File: config.mk
export PLATFORM = sky130hd
export DESIGN_NAME = dcp_tx_arbiter_flat
export DESIGN_NICKNAME = d
export VERILOG_FILES = /design/src/rtl/dcp_pkg.sv /design/src/rtl/dcp_tx_arbiter_if.sv /design/src/rtl/dcp_tx_arbiter_rr_pick.sv /design/src/rtl/dcp_tx_arbiter.sv /design/src/flat_wrapper.sv
export SDC_FILE = /design/constraint.sdc
export NUM_CORES = 1
export LEC_CHECK = 0
export ABC_AREA = 1
export BUFFER_PORTS_ARGS = -buffer_cell sky130_fd_sc_hd__buf_2
export CORE_UTILIZATION = 40
export DETAILED_ROUTE_END_ITERATION = 10
export GPL_TIMING_DRIVEN = 0
export PLACE_DENSITY = 0.73
export SLEW_MARGIN = 20
export SYNTH_ARGS = -nofsm -noshare
export SYNTH_HDL_FRONTEND = slang
export SYNTH_SLANG_ARGS = --single-unit
File: constraint.sdc
create_clock -name clk -period 3.3 [get_ports clk]
set_clock_uncertainty 0.2 [all_clocks]
set_input_delay 0.99 -clock clk [delete_from_list [all_inputs] [get_ports clk]]
set_output_delay 0.99 -clock clk [all_outputs]
set_load 0.01 [all_outputs]
File: src/rtl/dcp_pkg.sv
// Shared definitions for the debug-command transmit path: FSM states,
// transmitter format codes and default word widths.
package dcp_pkg;

    localparam int DCP_DW = 32;
    localparam int DCP_TW = 2;

    typedef enum logic [1:0] {
        ST_IDLE = 2'd0,
        ST_SEND = 2'd1,
        ST_DONE = 2'd2,
        ST_HOLD = 2'd3
    } dcp_state_e;

    localparam logic [1:0] TX_BYTE = 2'd0;
    localparam logic [1:0] TX_WORD = 2'd1;
    localparam logic [1:0] TX_STR  = 2'd2;
    localparam logic [1:0] TX_NL   = 2'd3;

    // Index width for a vector of n requesters, never narrower than one bit.
    function automatic int dcpIdxW(input int n);
        return (n > 1) ? $clog2(n) : 1;
    endfunction

endpackage

File: src/rtl/dcp_tx_arbiter_if.sv
// Requester-side and transmitter-side signals of the transmit arbiter,
// with the arbiter view (master) and the surrounding-logic view (slave).
interface dcp_tx_arbiter_if
    import dcp_pkg::*;
#(
    parameter int NREQ = 4,
    parameter int DW   = DCP_DW,
    parameter int TW   = DCP_TW
);

    logic [NREQ-1:0]            req_in;
    logic [NREQ-1:0]            lock_in;
    logic [NREQ*TW-1:0]         type_in;
    logic [NREQ*DW-1:0]         dout_in;
    logic [NREQ-1:0]            ack_out;
    logic                       req_tx;
    logic [TW-1:0]              type_tx;
    logic [DW-1:0]              dout_tx;
    logic                       ack_tx;
    logic                       busy;
    logic [dcpIdxW(NREQ)-1:0]   gnt_id;
    logic                       err;

    modport master (
        input  req_in, lock_in, type_in, dout_in, ack_tx,
        output ack_out, req_tx, type_tx, dout_tx, busy, gnt_id, err
    );

    modport slave (
        output req_in, lock_in, type_in, dout_in, ack_tx,
        input  ack_out, req_tx, type_tx, dout_tx, busy, gnt_id, err
    );

endinterface

File: src/rtl/dcp_tx_arbiter_rr_pick.sv
// rr_pick: combinational round-robin picker. Searches upward from ptr+1 with
// wrap and returns the first set request as one-hot and as an index.
module rr_pick
    import dcp_pkg::*;
#(
    parameter  int N  = 4,
    localparam int IW = dcpIdxW(N)
) (
    input  logic [N-1:0]  req_i,
    input  logic [IW-1:0] ptr_i,
    output logic [N-1:0]  gnt_o,
    output logic [IW-1:0] idx_o,
    output logic          valid_o
);

    always_comb begin
        int            cand;
        logic [IW-1:0] candIdx;
        gnt_o   = '0;
        idx_o   = '0;
        valid_o = 1'b0;
        cand    = 0;
        candIdx = '0;
        for (int k = 1; k <= N; k++) begin
            cand    = (int'(ptr_i) + k) % N;
            candIdx = IW'(cand);
            if (!valid_o && req_i[candIdx]) begin
                valid_o        = 1'b1;
                idx_o          = candIdx;
                gnt_o[candIdx] = 1'b1;
            end
        end
    end

endmodule

File: src/rtl/dcp_tx_arbiter.sv
// dcp_tx_arbiter: round-robin owner of the serial transmitter with per-requester
// burst lock. Define DCP_TXARB_TIMEOUT_EN to abort a SEND that never sees ack_tx.
module dcp_tx_arbiter
    import dcp_pkg::*;
#(
    parameter int NREQ    = 4,
    parameter int DW      = DCP_DW,
    parameter int TW      = DCP_TW,
    parameter int TIMEOUT = 1023
) (
    input logic               clk,
    input logic               rstn,
    dcp_tx_arbiter_if.master  bus
);

    localparam int IW = dcpIdxW(NREQ);

    dcp_state_e      state_q, state_d;
    logic [IW-1:0]   ptr_q, ptr_d;
    logic [IW-1:0]   gntId_q, gntId_d;
    logic [TW-1:0]   typeTx_q, typeTx_d;
    logic [DW-1:0]   doutTx_q, doutTx_d;
    logic [NREQ-1:0] ackOut_q, ackOut_d;

    logic [NREQ-1:0] reqMasked, pickGnt, gntOneHot, selVec;
    logic [IW-1:0]   pickIdx;
    logic            pickValid;
    logic [TW-1:0]   capType;
    logic [DW-1:0]   capData;
    logic            timeoutHit;

    // The requester just acknowledged may still hold req for one cycle after
    // a timeout abort; hide it so it is not instantly re-granted.
    assign reqMasked = bus.req_in & ~ackOut_q;
    assign gntOneHot = NREQ'(1) << gntId_q;

    rr_pick #(.N(NREQ)) u_pick (
        .req_i   (reqMasked),
        .ptr_i   (ptr_q),
        .gnt_o   (pickGnt),
        .idx_o   (pickIdx),
        .valid_o (pickValid)
    );

    always_comb begin
        selVec  = (state_q == ST_IDLE) ? pickGnt : gntOneHot;
        capType = '0;
        capData = '0;
        for (int i = 0; i < NREQ; i++) begin
            if (selVec[i]) begin
                capType = capType | bus.type_in[i*TW +: TW];
                capData = capData | bus.dout_in[i*DW +: DW];
            end
        end
    end

`ifdef DCP_TXARB_TIMEOUT_EN
    localparam int CW = $clog2(TIMEOUT + 1);
    logic [CW-1:0] cnt_q;
    logic          err_q;

    assign timeoutHit = (state_q == ST_SEND) && !bus.ack_tx && (cnt_q == CW'(TIMEOUT - 1));

    always_ff @(posedge clk or negedge rstn) begin
        if (!rstn) begin
            cnt_q <= '0;
            err_q <= 1'b0;
        end else begin
            cnt_q <= (state_q == ST_SEND) ? cnt_q + 1'b1 : '0;
            err_q <= timeoutHit;
        end
    end
`else
    assign timeoutHit = 1'b0;
`endif

    always_ff @(posedge clk or negedge rstn) begin
        if (!rstn) begin
            state_q  <= ST_IDLE;
            ptr_q    <= IW'(NREQ - 1);
            gntId_q  <= '0;
            typeTx_q <= '0;
            doutTx_q <= '0;
            ackOut_q <= '0;
        end else begin
            state_q  <= state_d;
            ptr_q    <= ptr_d;
            gntId_q  <= gntId_d;
            typeTx_q <= typeTx_d;
            doutTx_q <= doutTx_d;
            ackOut_q <= ackOut_d;
        end
    end

    always_comb begin
        state_d  = state_q;
        ptr_d    = ptr_q;
        gntId_d  = gntId_q;
        typeTx_d = typeTx_q;
        doutTx_d = doutTx_q;
        ackOut_d = '0;
        case (state_q)
            ST_IDLE: begin
                if (pickValid) begin
                    gntId_d  = pickIdx;
                    typeTx_d = capType;
                    doutTx_d = capData;
                    state_d  = ST_SEND;
                end
            end
            ST_SEND: begin
                // ack_tx wins over a timeout landing on the same cycle.
                if (bus.ack_tx) begin
                    ackOut_d = gntOneHot;
                    ptr_d    = gntId_q;
                    state_d  = ST_DONE;
                end else if (timeoutHit) begin
                    ackOut_d = gntOneHot;
                    ptr_d    = gntId_q;
                    state_d  = ST_IDLE;
                end
            end
            ST_DONE: begin
                state_d = bus.lock_in[gntId_q] ? ST_HOLD : ST_IDLE;
            end
            ST_HOLD: begin
                if (bus.req_in[gntId_q]) begin
                    typeTx_d = capType;
                    doutTx_d = capData;
                    state_d  = ST_SEND;
                end else if (!bus.lock_in[gntId_q]) begin
                    state_d = ST_IDLE;
                end
            end
            default: state_d = ST_IDLE;
        endcase
    end

    always_comb begin
        bus.req_tx  = (state_q == ST_SEND);
        bus.busy    = (state_q != ST_IDLE);
        bus.ack_out = ackOut_q;
        bus.type_tx = typeTx_q;
        bus.dout_tx = doutTx_q;
        bus.gnt_id  = gntId_q;
`ifdef DCP_TXARB_TIMEOUT_EN
        bus.err     = err_q;
`else
        bus.err     = 1'b0;
`endif
    end

endmodule

File: src/flat_wrapper.sv
// flat-port wrapper written by rule: the top's interface ports become plain ports
module dcp_tx_arbiter_flat import dcp_pkg::*;
#(
    parameter int NREQ    = 4,
    parameter int DW      = DCP_DW,
    parameter int TW      = DCP_TW,
    parameter int TIMEOUT = 1023
)
  (clk, rstn, bus_req_in, bus_lock_in, bus_type_in, bus_dout_in, bus_ack_tx, bus_ack_out, bus_req_tx, bus_type_tx, bus_dout_tx, bus_busy, bus_gnt_id, bus_err);
  dcp_tx_arbiter_if #(.NREQ(NREQ), .DW(DW), .TW(TW)) bus_i ();
  input logic clk;
  input logic rstn;
  input wire logic [$bits(bus_i.req_in)-1:0] bus_req_in;
  input wire logic [$bits(bus_i.lock_in)-1:0] bus_lock_in;
  input wire logic [$bits(bus_i.type_in)-1:0] bus_type_in;
  input wire logic [$bits(bus_i.dout_in)-1:0] bus_dout_in;
  input wire logic [$bits(bus_i.ack_tx)-1:0] bus_ack_tx;
  output wire logic [$bits(bus_i.ack_out)-1:0] bus_ack_out;
  output wire logic [$bits(bus_i.req_tx)-1:0] bus_req_tx;
  output wire logic [$bits(bus_i.type_tx)-1:0] bus_type_tx;
  output wire logic [$bits(bus_i.dout_tx)-1:0] bus_dout_tx;
  output wire logic [$bits(bus_i.busy)-1:0] bus_busy;
  output wire logic [$bits(bus_i.gnt_id)-1:0] bus_gnt_id;
  output wire logic [$bits(bus_i.err)-1:0] bus_err;
  assign bus_i.req_in = bus_req_in;
  assign bus_i.lock_in = bus_lock_in;
  assign bus_i.type_in = bus_type_in;
  assign bus_i.dout_in = bus_dout_in;
  assign bus_i.ack_tx = bus_ack_tx;
  assign bus_ack_out = bus_i.ack_out;
  assign bus_req_tx = bus_i.req_tx;
  assign bus_type_tx = bus_i.type_tx;
  assign bus_dout_tx = bus_i.dout_tx;
  assign bus_busy = bus_i.busy;
  assign bus_gnt_id = bus_i.gnt_id;
  assign bus_err = bus_i.err;
  dcp_tx_arbiter #(.NREQ(NREQ), .DW(DW), .TW(TW), .TIMEOUT(TIMEOUT)) u_core (.clk(clk), .rstn(rstn), .bus(bus_i));
endmodule
## Yosys cells after proc, flatten, opt, wreduce, memory -nomap -nowiden

Index checks and enable logic that the tools add are counted.

- Flip-flop bits (word level): 44
- Bits of input ports: 147
- Output and inout port bits: 43
- Logic and storage cells: 110

- Add/sub/neg operators: 4
- Order comparisons: 9
- Eq/ne operators: 7
- Shift operators: 1
- Multiplexer cells: 55
- Bitwise logic cells: 11
- Reduce and logical (&&, ||, !) cells: 17

Operator list:

| kind | number |
|---|---|
| 32-bit two-way mux | 6 |
| 32-bit bitwise OR | 3 |
| 32-bit case mux with 2 select lines | 1 |
| 2-bit two-way mux | 15 |
| 4-bit two-way mux | 7 |
| 2-bit by 3-bit < comparator with 1-bit output, second input constant | 5 |
| 1-bit two-way mux | 14 |
| 1-bit binary-select mux with 2-bit select | 6 |
| 4-bit bitwise OR | 3 |
| 1-bit demux with 2-bit select | 4 |
| 2-bit by 1-bit >= comparator with 1-bit output, second input constant | 4 |
| 2-bit case mux with 4 select lines | 1 |
| 1-bit logical AND | 7 |
| 2-bit bitwise OR | 3 |
| 3-bit AND reduction | 2 |
| 2-bit by 1-bit adder with 2-bit output, second input constant | 2 |
| 2-bit adder, second input constant | 2 |
| 4-bit bitwise AND | 1 |
| 2-bit == test, second input constant | 2 |
| 2-bit by 1-bit inequality test with 1-bit output, second input constant | 2 |
| 4-bit inverter | 1 |
| 2-bit case mux with 2 select lines | 1 |
| 2-bit AND reduction | 2 |
| 2-bit nonzero test | 2 |
| other kinds (6) | 8 |

## Longest topological paths before layout

Gate-level depths: netlist of run 1.

- Depth after elaboration: 24
- Depth in mapped cells: 15
- Mapped depth without buffers: 14

## Modules after synthesis

From an unflattened synthesis of run 1, not the netlist that was laid out.

- Cells, all modules: 525
- Area total of the unflattened synthesis: 3527.1 um2

By module, submodules not included:

| module | instances | cells each | area an instance (um2) | sequential area each (um2) |
|---|---|---|---|---|
| dcp_tx_arbiter | 1 | 451 | 3069.2 | 1103.6 |
| rr_pick | 1 | 74 | 457.9 | 0.0 |

## Least setup slack after synthesis of run 1

OpenSTA, ideal clock, no wires.

- Path kind: input to register
- From: in bus_req_in[2]
- To: reg u_core.doutTx_q[0], in the netlist u_core.bus.dout_tx[0]
- Library setup time: 116 ps
- Arrival time: 2154 ps
- Required time: 2984 ps
- Setup slack: 830 ps
- Stages: 14
- Path buffers: 2
- Cell sequence: nand3_1 -> nand2_2 -> nand2_2 -> nand2_2 -> nor2_8 -> nand2_2 -> inv_2 -> nand4_2 -> nand3_1 -> inv_2 -> buf_6 -> buf_6 -> nor2_2 -> nor2_1

- Word-level cells in the longest chain between the ends: 23
- Elaborated cells between the ends (all ways): 42
- Those cells by class: 2 x eq/ne; 26 x mux; 7 x bitwise; 7 x reduce/logical

RTL lines:

| what | line | text |
|---|---|---|
| start: declaration | flat_wrapper.sv:13 | `input wire logic [$bits(bus_i.req_in)-1:0] bus_req_in;` |
| 4-bit bitwise AND | dcp_tx_arbiter.sv:34 | `assign reqMasked = bus.req_in & ~ackOut_q;` |
| 1-bit binary-select mux with 2-bit select | dcp_tx_arbiter_rr_pick.sv:27 | `if (!valid_o && req_i[candIdx]) begin` |
| 1-bit two-way mux (implied by the code) | dcp_tx_arbiter_rr_pick.sv:27 |  |
| 1-bit two-way mux | dcp_tx_arbiter_rr_pick.sv:27 |  |
| 1-bit zero test | dcp_tx_arbiter_rr_pick.sv:27 |  |
| 1-bit logical AND | dcp_tx_arbiter_rr_pick.sv:27 |  |
| 1-bit two-way mux | dcp_tx_arbiter_rr_pick.sv:27 |  |
| 1-bit zero test | dcp_tx_arbiter_rr_pick.sv:27 |  |
| (+7 left out) | -- |  |
| 32-bit bitwise OR | dcp_tx_arbiter.sv:52 | `capData = capData \| bus.dout_in[i*DW +: DW];` |
| 32-bit two-way mux | dcp_tx_arbiter.sv:50 | `if (selVec[i]) begin` |
| 32-bit bitwise OR | dcp_tx_arbiter.sv:52 |  |
| 32-bit two-way mux | dcp_tx_arbiter.sv:50 |  |
| 32-bit bitwise OR | dcp_tx_arbiter.sv:52 |  |
| 32-bit two-way mux | dcp_tx_arbiter.sv:50 |  |
| 32-bit two-way mux (on tied branches) | dcp_tx_arbiter.sv:127, dcp_tx_arbiter.sv:104 |  |
| 32-bit case mux with 2 select lines | dcp_tx_arbiter.sv:102 | `case (state_q)` |
| end signal: assignment | dcp_tx_arbiter.sv:90 | `doutTx_q <= doutTx_d;` |
| end: declaration | dcp_tx_arbiter.sv:22 | `logic [DW-1:0] doutTx_q, doutTx_d;` |

Parallel ways exist; a longest one is shown, timed or not. The select of a mux whose other input is x is not followed.
A chain may end at the register's enable or synchronous reset.

## Final worst setup path of run 1

- From: reg u_core.ptr_q[0]
- To: reg u_core.doutTx_q[31], in the netlist u_core.bus.dout_tx[31]

- Word-level cells in the longest chain between the ends: 23
- Elaborated cells between the ends (all ways): 62
- Those cells by class: 4 x add/sub; 8 x order compare; 1 x eq/ne; 32 x mux; 6 x bitwise; 11 x reduce/logical

RTL lines:

| what | line | text |
|---|---|---|
| start: declaration | dcp_tx_arbiter.sv:19 | `logic [IW-1:0] ptr_q, ptr_d;` |
| start signal: assignment | dcp_tx_arbiter.sv:80 | `ptr_q <= IW'(NREQ - 1);` |
| start signal: assignment | dcp_tx_arbiter.sv:87 | `ptr_q <= ptr_d;` |
| branches (longest 23 deep; another with 2-bit by 3-bit < comparator with 1-bit output) | -- |  |

Several ways; the timed one is not identified. The select of a mux whose other input is x is not followed.

==> results of run 1 <==
==> area by class of cell <==
cell class | count | area (um2)
Fill cell | 838 | 3640
Multi-Input combinational cell | 421 | 2120
Sequential cell | 44 | 1100
Timing Repair Buffer | 188 | 943
Buffer | 33 | 171
Tap cell | 105 | 131
Inverter | 29 | 109
Clock buffer | 7 | 96.3
Clock inverter | 1 | 30.0
==> cell usage in the layout (no fill, tap or decap), drive strengths merged, types with 3 or more instances in the layout <==
cell,Yosys,layout
buf,19,207
ha,12,12
nand4,6,6
nand3,192,192
a22oi,3,3
nor2,118,118
dfrtp,42,42
nand2,73,73
clkbuf,14,21
o21ai,11,11
inv,28,28
==> through the flow <==
step	setup slack [ns]	util	cell area (um2)	instances	hold slack (ns)
5_1_grt	0.0172	0.564	4700	828	0.342
3_3_place_gp	0.313	0.548	4570	820	0.281
6_report	0.242	0.564	4700	828	0.307
3_5_place_dp	0.241	0.548	4570	820	0.293
2_1_floorplan	0.830	-	3500	527	0.265
4_1_cts	0.227	0.563	4700	828	0.305
==> final timing paths <==
| path | to | slack, ns |
|---|---|---|
| max | u_core.bus.dout_tx[31] | 0.24 |
| min | u_core.state_q[1] | 0.31 |
| max reg2reg | u_core.bus.dout_tx[31] | 0.24 |
| min reg2reg | u_core.state_q[1] | 0.31 |
| max in group asynchronous | u_core.bus.dout_tx[31] | 2.01 |
| min in group asynchronous | u_core.bus.dout_tx[29] | 0.48 |
==> registers in the layout, indices dropped and copies added (netlist names) <==
register,cells
u_core.bus.ack_out,4
u_core.bus.dout_tx,32
u_core.bus.gnt_id,2
u_core.bus.type_tx,2
u_core.ptr_q,2
u_core.state_q,2
==> power by group <==
group	total [mW]	switching, mW	internal [mW]
Sequential	1.02	0.193	0.831
Clock	0.466	0.199	0.268
Combinational	4.43	2.94	1.48
Total	5.92	3.34	2.58
==> metal layers <==
layer	track usage	vias up
met2	0.454	231
met5	0	-
li1	-	2146
met4	0.136	0
met3	0.0455	49
met1	0.370	2040
==> cell families (layout without fill, tap and decap cells) <==
logic type	count (synthesis)	in the layout
flops	44	44
buf+inv	62	258
other cells	1	1
compound gates	19	19
fa+ha+maj	12	12
simple gates	389	389
==> critical path: cells and delay by family (launching register included) <==
kind / cells / cell delay, ns
simple gates: 10 / 1.15
flops: 1 / 0.68
buf+inv: 3 / 0.53
fa+ha+maj: 1 / 0.38
==> run summary, run 1 <==
Worst min-delay path startpoint: u_core.state_q[1]. The tools report the global route total overflow as 0. Number of enable-type register cells in the synthesized netlist: 0. After clock tree synthesis, the clock-pin slew on the worst setup and hold paths is 0.09 ns. The count of mapped cells out of synthesis is 527, and the transition time at the pin with the least slew margin is 0.653 ns. In the detailed route, the total length drawn on met2 is 6060 um.

Count of endpoints failing hold in the final timing report: 0. After synthesis, the netlist uses 28 different library cells. The mapped netlist covers 3500 um2. The tools report the half-perimeter wire length after placement as 9950 um.

In this run the core area contains 33 standard-cell rows. Main flop type after synthesis: dfrtp_1. The die outline width is 95.5 um.

The portion of netlist area occupied by mux cells is 0, and the async set-reset flop share out of synthesis is 1.00. After detailed routing, the number of remaining DRC violations is 0. Critical setup path kind: flop to flop.

The relative slew slack is 0.565, and the number of buffers added to fix hold violations after cts is 0. The layout net count is 881, and the number of nets in the synthesized netlist is 686. The first-pass iteration count of the detailed router is 7, and the combined global-route utilization of all metal layers is 0.283. Along the worst path, the maximum fanout reaches 11. First-pass GRT wire length: 19700 um.

Total power per unit cell area: 1260 nW/um2. The cell depth of the worst flop-to-flop path is 14, and the accumulated negative setup slack is 0 ns. Max-slew violation count: 0.

The routed design uses 1040 um of met3 wire. The die covers 9120 um2. The cell leakage power was 2.45 nW; the share of the synthesized area in the top cell type was 0.300.

Power comes to 5.92 mW. The floorplan step set the die height to 95.5 um. Maximum clock path buffer count: 2. The routed design has 12900 um of wire. The detailed router finished its first iteration with 299 violations. The tools report the number of sinks handled by clock tree synthesis as 44.

For the via count, the log shows 4466. The simple-gate share of the synthesized area was 0.529; the data arrival time of the critical path was 3.05 ns. 190 I/O pins were placed. The most critical setup path has its startpoint at u_core.ptr_q[0]. Routed signal wires occupy layers up through met4.

After synthesis, the largest family of logic cells by area is simple AND/OR/NAND/NOR gates. After synthesis the netlist holds a flip-flop and latch count of 44. The H-tree was split into 2 levels.

The cell with the most instances after synthesis was nand3_1. Number of setup buffers added after CTS: 0. The path class of the tightest hold or removal check is flop to flop. Across the run, the number of max-cap violations was 0. Across the VDD grid, the largest voltage drop is 0.000783 V.

Derived from the worst setup path, the maximum achievable clock frequency is 327 MHz. The initial cell density of the core is 0.419, and the growth of design area from synthesis to finish is 34.4%. Post-CTS resize count: 0.

Setup repair after global routing left no endpoint under its margin. The count of nets left with antenna violations once routing finished came out at 0. The repair_antennas step left the layout with diodes totalling 0. The total clock buffers created by CTS is 5, and the fraction of the mapped netlist area in compound gates is 0.0322.

The signal on the critical path passes through inv_2 > ha_1 > inv_1 > nand3_1 > nand2_1 > nand2_2 > nor2_1 > nor2_1 > nand3_2 > buf_4 > nand3_1 > nand3_1 > nor2_1 > nor2_1. The initial antenna violation count came out at 0. The largest total area in the synthesized netlist belongs to dfrtp_1. The post-synthesis xor/xnor area fraction came out at 0. The sum of routed wire segments on met1 was 5320 um. The slowest stage cell on the critical path is dfstp_2. The number of global-route vias before repair was 4060. The layout cell share with drive strength beyond 1 is 0.358. Input and output buffers added on the ports amount to 188. Adder and majority cell fraction of the synthesized area: 0.0429.

The final number of setup-violating endpoints is 0. The period utilization came out at 0.927. STA classifies the critical path endpoint as a flop. The run finished with clean final reports. A synthesized cell averages 6.64 um2.

The run gives 0.995 as the placer's final routability congestion estimate. Startpoint kind of the worst setup timing path: a flop. The most numerous cell type found on the critical path is nor2_1. The post-synthesis sequential area ratio is 0.315. During synthesis, Yosys emitted a total of 0 warnings. Clock tree synthesis selected as its root buffer the cell clkbuf_8. The worst hold path depth was 1. TritonCTS built the clock tree.

Data on the critical path is required at its endpoint by 3.29 ns. In this run the critical register-to-register path is launched from u_core.ptr_q[0]. The core area was 8340 um2; the clock latency at the later pin of the worst-skew pair was 0.30 ns. Yosys attributes the largest share of cell area to dfrtp_1 30%, nand3_1 26%, nor2_1 10%. Dividing the detail-routed wire length by the instance count gives 15.6 um.

The minimum period implied by the final worst setup slack is 3.06 ns. Ranked by instance count, the synthesized netlist is headed by 185 x nand3_1, 97 x nor2_1, 64 x nand2_1. The maximum number of pins on one net before global-route repair is 45. The largest single stage delay on the critical path is 0.68 ns. Dividing the detail-routed via count by the number of cells gives 5.39.
Power figures use the tool's default switching activity.
==> run 2, diff against run 1 <==
REMOVE_ABC_BUFFERS = 1   (was unset)
SYNTH_HIERARCHICAL = 1   (was unset)
==> run 2 against run 1 <==
  * Hold slack lost 0.0017 ns
  * Area after synthesis increased by 0.82%
  * Clock-buffer cell count decreased by 1
  * First-iteration DRC count fell by 13%
  * Die area increased by 0.81%
  * Synthesized cell count is 0.38% lower
  * Critical endpoint is now u_core/bus.dout_tx[7]
  * Largest power group unchanged
==> run summary, run 2 <==
The flow ran to the end, and the final reports show no timing, DRC or antenna violations. The die height is 95.9 um (was 95.5 um). The half-perimeter wire length after placement was 8000 um (was 9950 um). The share of the synthesized area in the top cell type came out at 0.298 (was 0.300). The count of routing violations after the opening detailed-route iteration was 259 (was 299).

The tools report the capturing element type of the critical path as a flop (unchanged). The first-pass GRT wire length was 17700 um (was 19700 um). The relative slew slack came out at 0.332 (was 0.565). The tools report the startpoint kind of the worst setup timing path as a flop (unchanged).

Flip-flop count of the largest register, all copies and words added: 32 (unchanged). The cell with the most instances after synthesis is nand3_1 (unchanged). The count of buffers inserted at the top-level ports was 188 (unchanged); the average instance area after synthesis was 6.72 um2 (was 6.64 um2).

Period utilization: 0.912 (was 0.927). Layout cell share with drive strength beyond 1: 0.339 (was 0.358). The transition time at the pin with the least slew margin came out at 0.998 ns (was 0.653 ns). The run gives 0 (unchanged) as the antenna diode count.

Cell leakage power: 2.49 nW (was 2.45 nW). The global route total overflow was 0 (unchanged); the number of max-cap violations was 0 (unchanged). The run gives 6 (was 0) as the number of warnings issued by yosys.

The total routed wirelength is 11800 um (was 12900 um), and the number of enable-type register cells in the synthesized netlist is 0 (unchanged). The max-slew violation count came out at 0 (unchanged). The critical setup path kind is flop to flop (unchanged). The minimum period implied by the final worst setup slack works out to 3.01 ns (was 3.06 ns). Number of vias per cell: 5.64 (was 5.39). The die outline width is 95.9 um (was 95.5 um), and the combined global-route utilization of all metal layers is 0.249 (was 0.283). Main flop type after synthesis: dfrtp_1 (unchanged). For the worst setup slack for register-to-register paths, the log shows 0.29 ns (was 0.24 ns). The average wire per cell in the routed design is 15.0 um (was 15.6 um), and the first-pass iteration count of the detailed router is 5 (was 7). The post-synthesis cell type count was 30 (was 28). The finished layout cell area is 4550 um2 (was 4700 um2), and the maximum number of pins on one net before global-route repair is 45 (unchanged). The via count is 4453 (was 4466), and the area enclosed by the die boundary is 9200 um2 (was 9120 um2). Final number of setup-violating endpoints: 0 (unchanged). The tools report the worst-case setup margin in the final layout as 0.290 ns (was 0.242 ns). Cell types with the highest counts after synthesis: 190 x nand3_1, 124 x nand2_1, 42 x dfrtp_1 (was 185 x nand3_1, 97 x nor2_1, 64 x nand2_1). For the placed instance area, the log shows 4420 um2 (was 4570 um2).

The run gives 3530 um2 (was 3500 um2) as the netlist area before placement. The run gives 0 (unchanged) as the remaining number of nets flagged by the antenna check after routing. The maximum clock path buffer count is 2 (unchanged). The buffer cell driving the clock tree root was clkbuf_8 (unchanged). The data arrival time of the critical path came out at 3.05 ns (about the same).

The most common cell after layout, fill and taps aside was nand3_1 (was buf_2). The count of mapped cells out of synthesis was 525 (was 527); the peak fanout along the critical path was 34 (was 11). Overall power: 5.40 mW (was 5.92 mW). The type of the tightest min-delay check is flop to flop (unchanged). The core occupancy in the finished layout was 0.543 (was 0.564); the total clock buffers created by CTS was 5 (unchanged). For the H-tree depth reported by CTS, the log shows 2 (unchanged). The run gives 332 MHz (was 327 MHz) as the fmax.

Largest cells by area after synthesis: dfrtp_1 30%, nand3_1 27%, nand2_1 13% (was dfrtp_1 30%, nand3_1 26%, nor2_1 10%). The worst-case setup slack after placement was -0.210 ns (was 0.241 ns). The required time of the critical path was 3.34 ns (was 3.29 ns); the initial antenna violation count was 0 (unchanged). The number of ports placed on the die boundary is 190 (unchanged).

For the clock latency at the later pin of the worst-skew pair, the log shows 0.30 ns (about the same). Highest-count cells in the layout ignoring fill and taps: 190 x nand3_1, 187 x buf_2, 117 x nand2_1 (was 201 x buf_2, 185 x nand3_1, 97 x nor2_1). Number of synthesized register bits: 44 (unchanged).

The number of global-route vias before repair was 3691 (was 4060). The async set-reset flop share out of synthesis was 1.00 (unchanged). Setup repair after global routing left no endpoint under its margin. Clock transition time at the flip-flop clock pins of the worst setup and hold paths: 0.08 ns (was 0.09 ns).

The total power per unit cell area is 1190 nW/um2 (was 1260 nW/um2). The tools report the DRC violation count after routing as 0 (unchanged). For the layout net count, the log shows 838 (was 881). TritonCTS built the clock tree.

The count of endpoints failing hold in the final timing report is 0 (unchanged). The growth of design area from synthesis to finish was 29.1% (was 34.4%); the maximum vdd drop was 0.000574 V (was 0.000783 V). Row count: 33 (unchanged). The placer's final routability congestion estimate was 0.822 (was 0.995). For the number of sinks handled by clock tree synthesis, the log shows 44 (unchanged).

The number of setup buffers added after CTS is 0 (unchanged). For the post-synthesis sequential area ratio, the log shows 0.313 (was 0.315). The initial cell density of the core was 0.421 (was 0.419).

Most area-hungry cell type in the Yosys netlist: dfrtp_1 (unchanged). The core area was 8380 um2 (was 8340 um2).
==> run 2: changes by cell type after synthesis, sizes merged, moves of 3 or more <==
cell	change
nand2	+62
o21ai	-7
a21boi	+4
buf	+5
a22oi	-3
a21oi	+6
ha	-4
nand4	+34
nor2	-95
==> run 2: metrics by stage <==
step                      hold WS (ns)  TNS (ns)  instances
after global placement           0.285    -21.95        781
after detailed placement         0.288     -6.40        781
final                            0.305         0        789
after global routing             0.335         0        789
after floorplan                  0.301         0        488
after CTS                        0.310         0        789
==> run 2: power by group <==
| group | leakage (nW) | internal (mW) | switching (mW) |
|---|---|---|---|
| logic | 1.90 | 1.23 | 2.71 |
| registers | 0.533 | 0.833 | 0.219 |
| clock network | 0.0552 | 0.225 | 0.181 |
==> run 2: path summary, 6_finish.rpt <==
kind,from,to,cells after the start
hold reg to reg,u_core/bus.dout_tx[26],u_core/bus.dout_tx[26],2
max in group asynchronous,rstn,u_core/ptr_q[1],1
hold / removal,u_core/bus.dout_tx[26],u_core/bus.dout_tx[26],2
setup / recovery,u_core/ptr_q[1],u_core/bus.dout_tx[7],14
min in group asynchronous,rstn,u_core/bus.dout_tx[5],1
setup reg to reg,u_core/ptr_q[1],u_core/bus.dout_tx[7],14
==> run 2: repair_timing <==
item                       4_1_cts  5_1_grt
setup endpoints to repair        0       34
hold buffers                     0        0
gates resized for setup          0        5
==> run 2: layout make-up <==
cell class | count | area [um2]
clock buffers | 6 | 72.6
clock inverters | 2 | 35.0
fillers | 856 | 3830
inverters | 27 | 106
multi-input cells | 417 | 2160
flip-flops and latches | 44 | 1100
well taps | 105 | 131
repair buffers | 188 | 943
==> run 2: critical path, stage by stage, from the launching register on <==
cell and delay (ns):
dfstp_2 0.64, inv_1 0.18, ha_1 0.38, inv_1 0.09, nand2_2 0.12, nand2_2 0.08, nor2_2 0.19, a21oi_1 0.11
nand3_1 0.08, inv_1 0.06, nand2_4 0.34, nand3_1 0.17, nand4_1 0.17, nand2_1 0.06, nand2_1 0.06
==> run 2: cells by family (layout without fill, tap and decap cells) <==
family,Yosys count,count (layout),synth area share
other,1,1,0.00106
adder cells (fa/ha/maj),8,8,0.0284
AO/OA/AOI/OAI,17,17,0.0326
AND/OR/NAND/NOR,391,391,0.536
flip-flops,44,44,0.313
buffers and inverters,64,223,0.0887
==> run 2: layer usage <==
| layer | routed length (um) | vias up | GRT usage |
|---|---|---|---|
| met4 | 226 | 0 | 0.0883 |
| met1 | 4780 | 2042 | 0.319 |
| met5 | 0 | - | 0 |
| li1 | - | 2126 | - |
| met2 | 5660 | 267 | 0.424 |
| met3 | 1140 | 18 | 0.0395 |
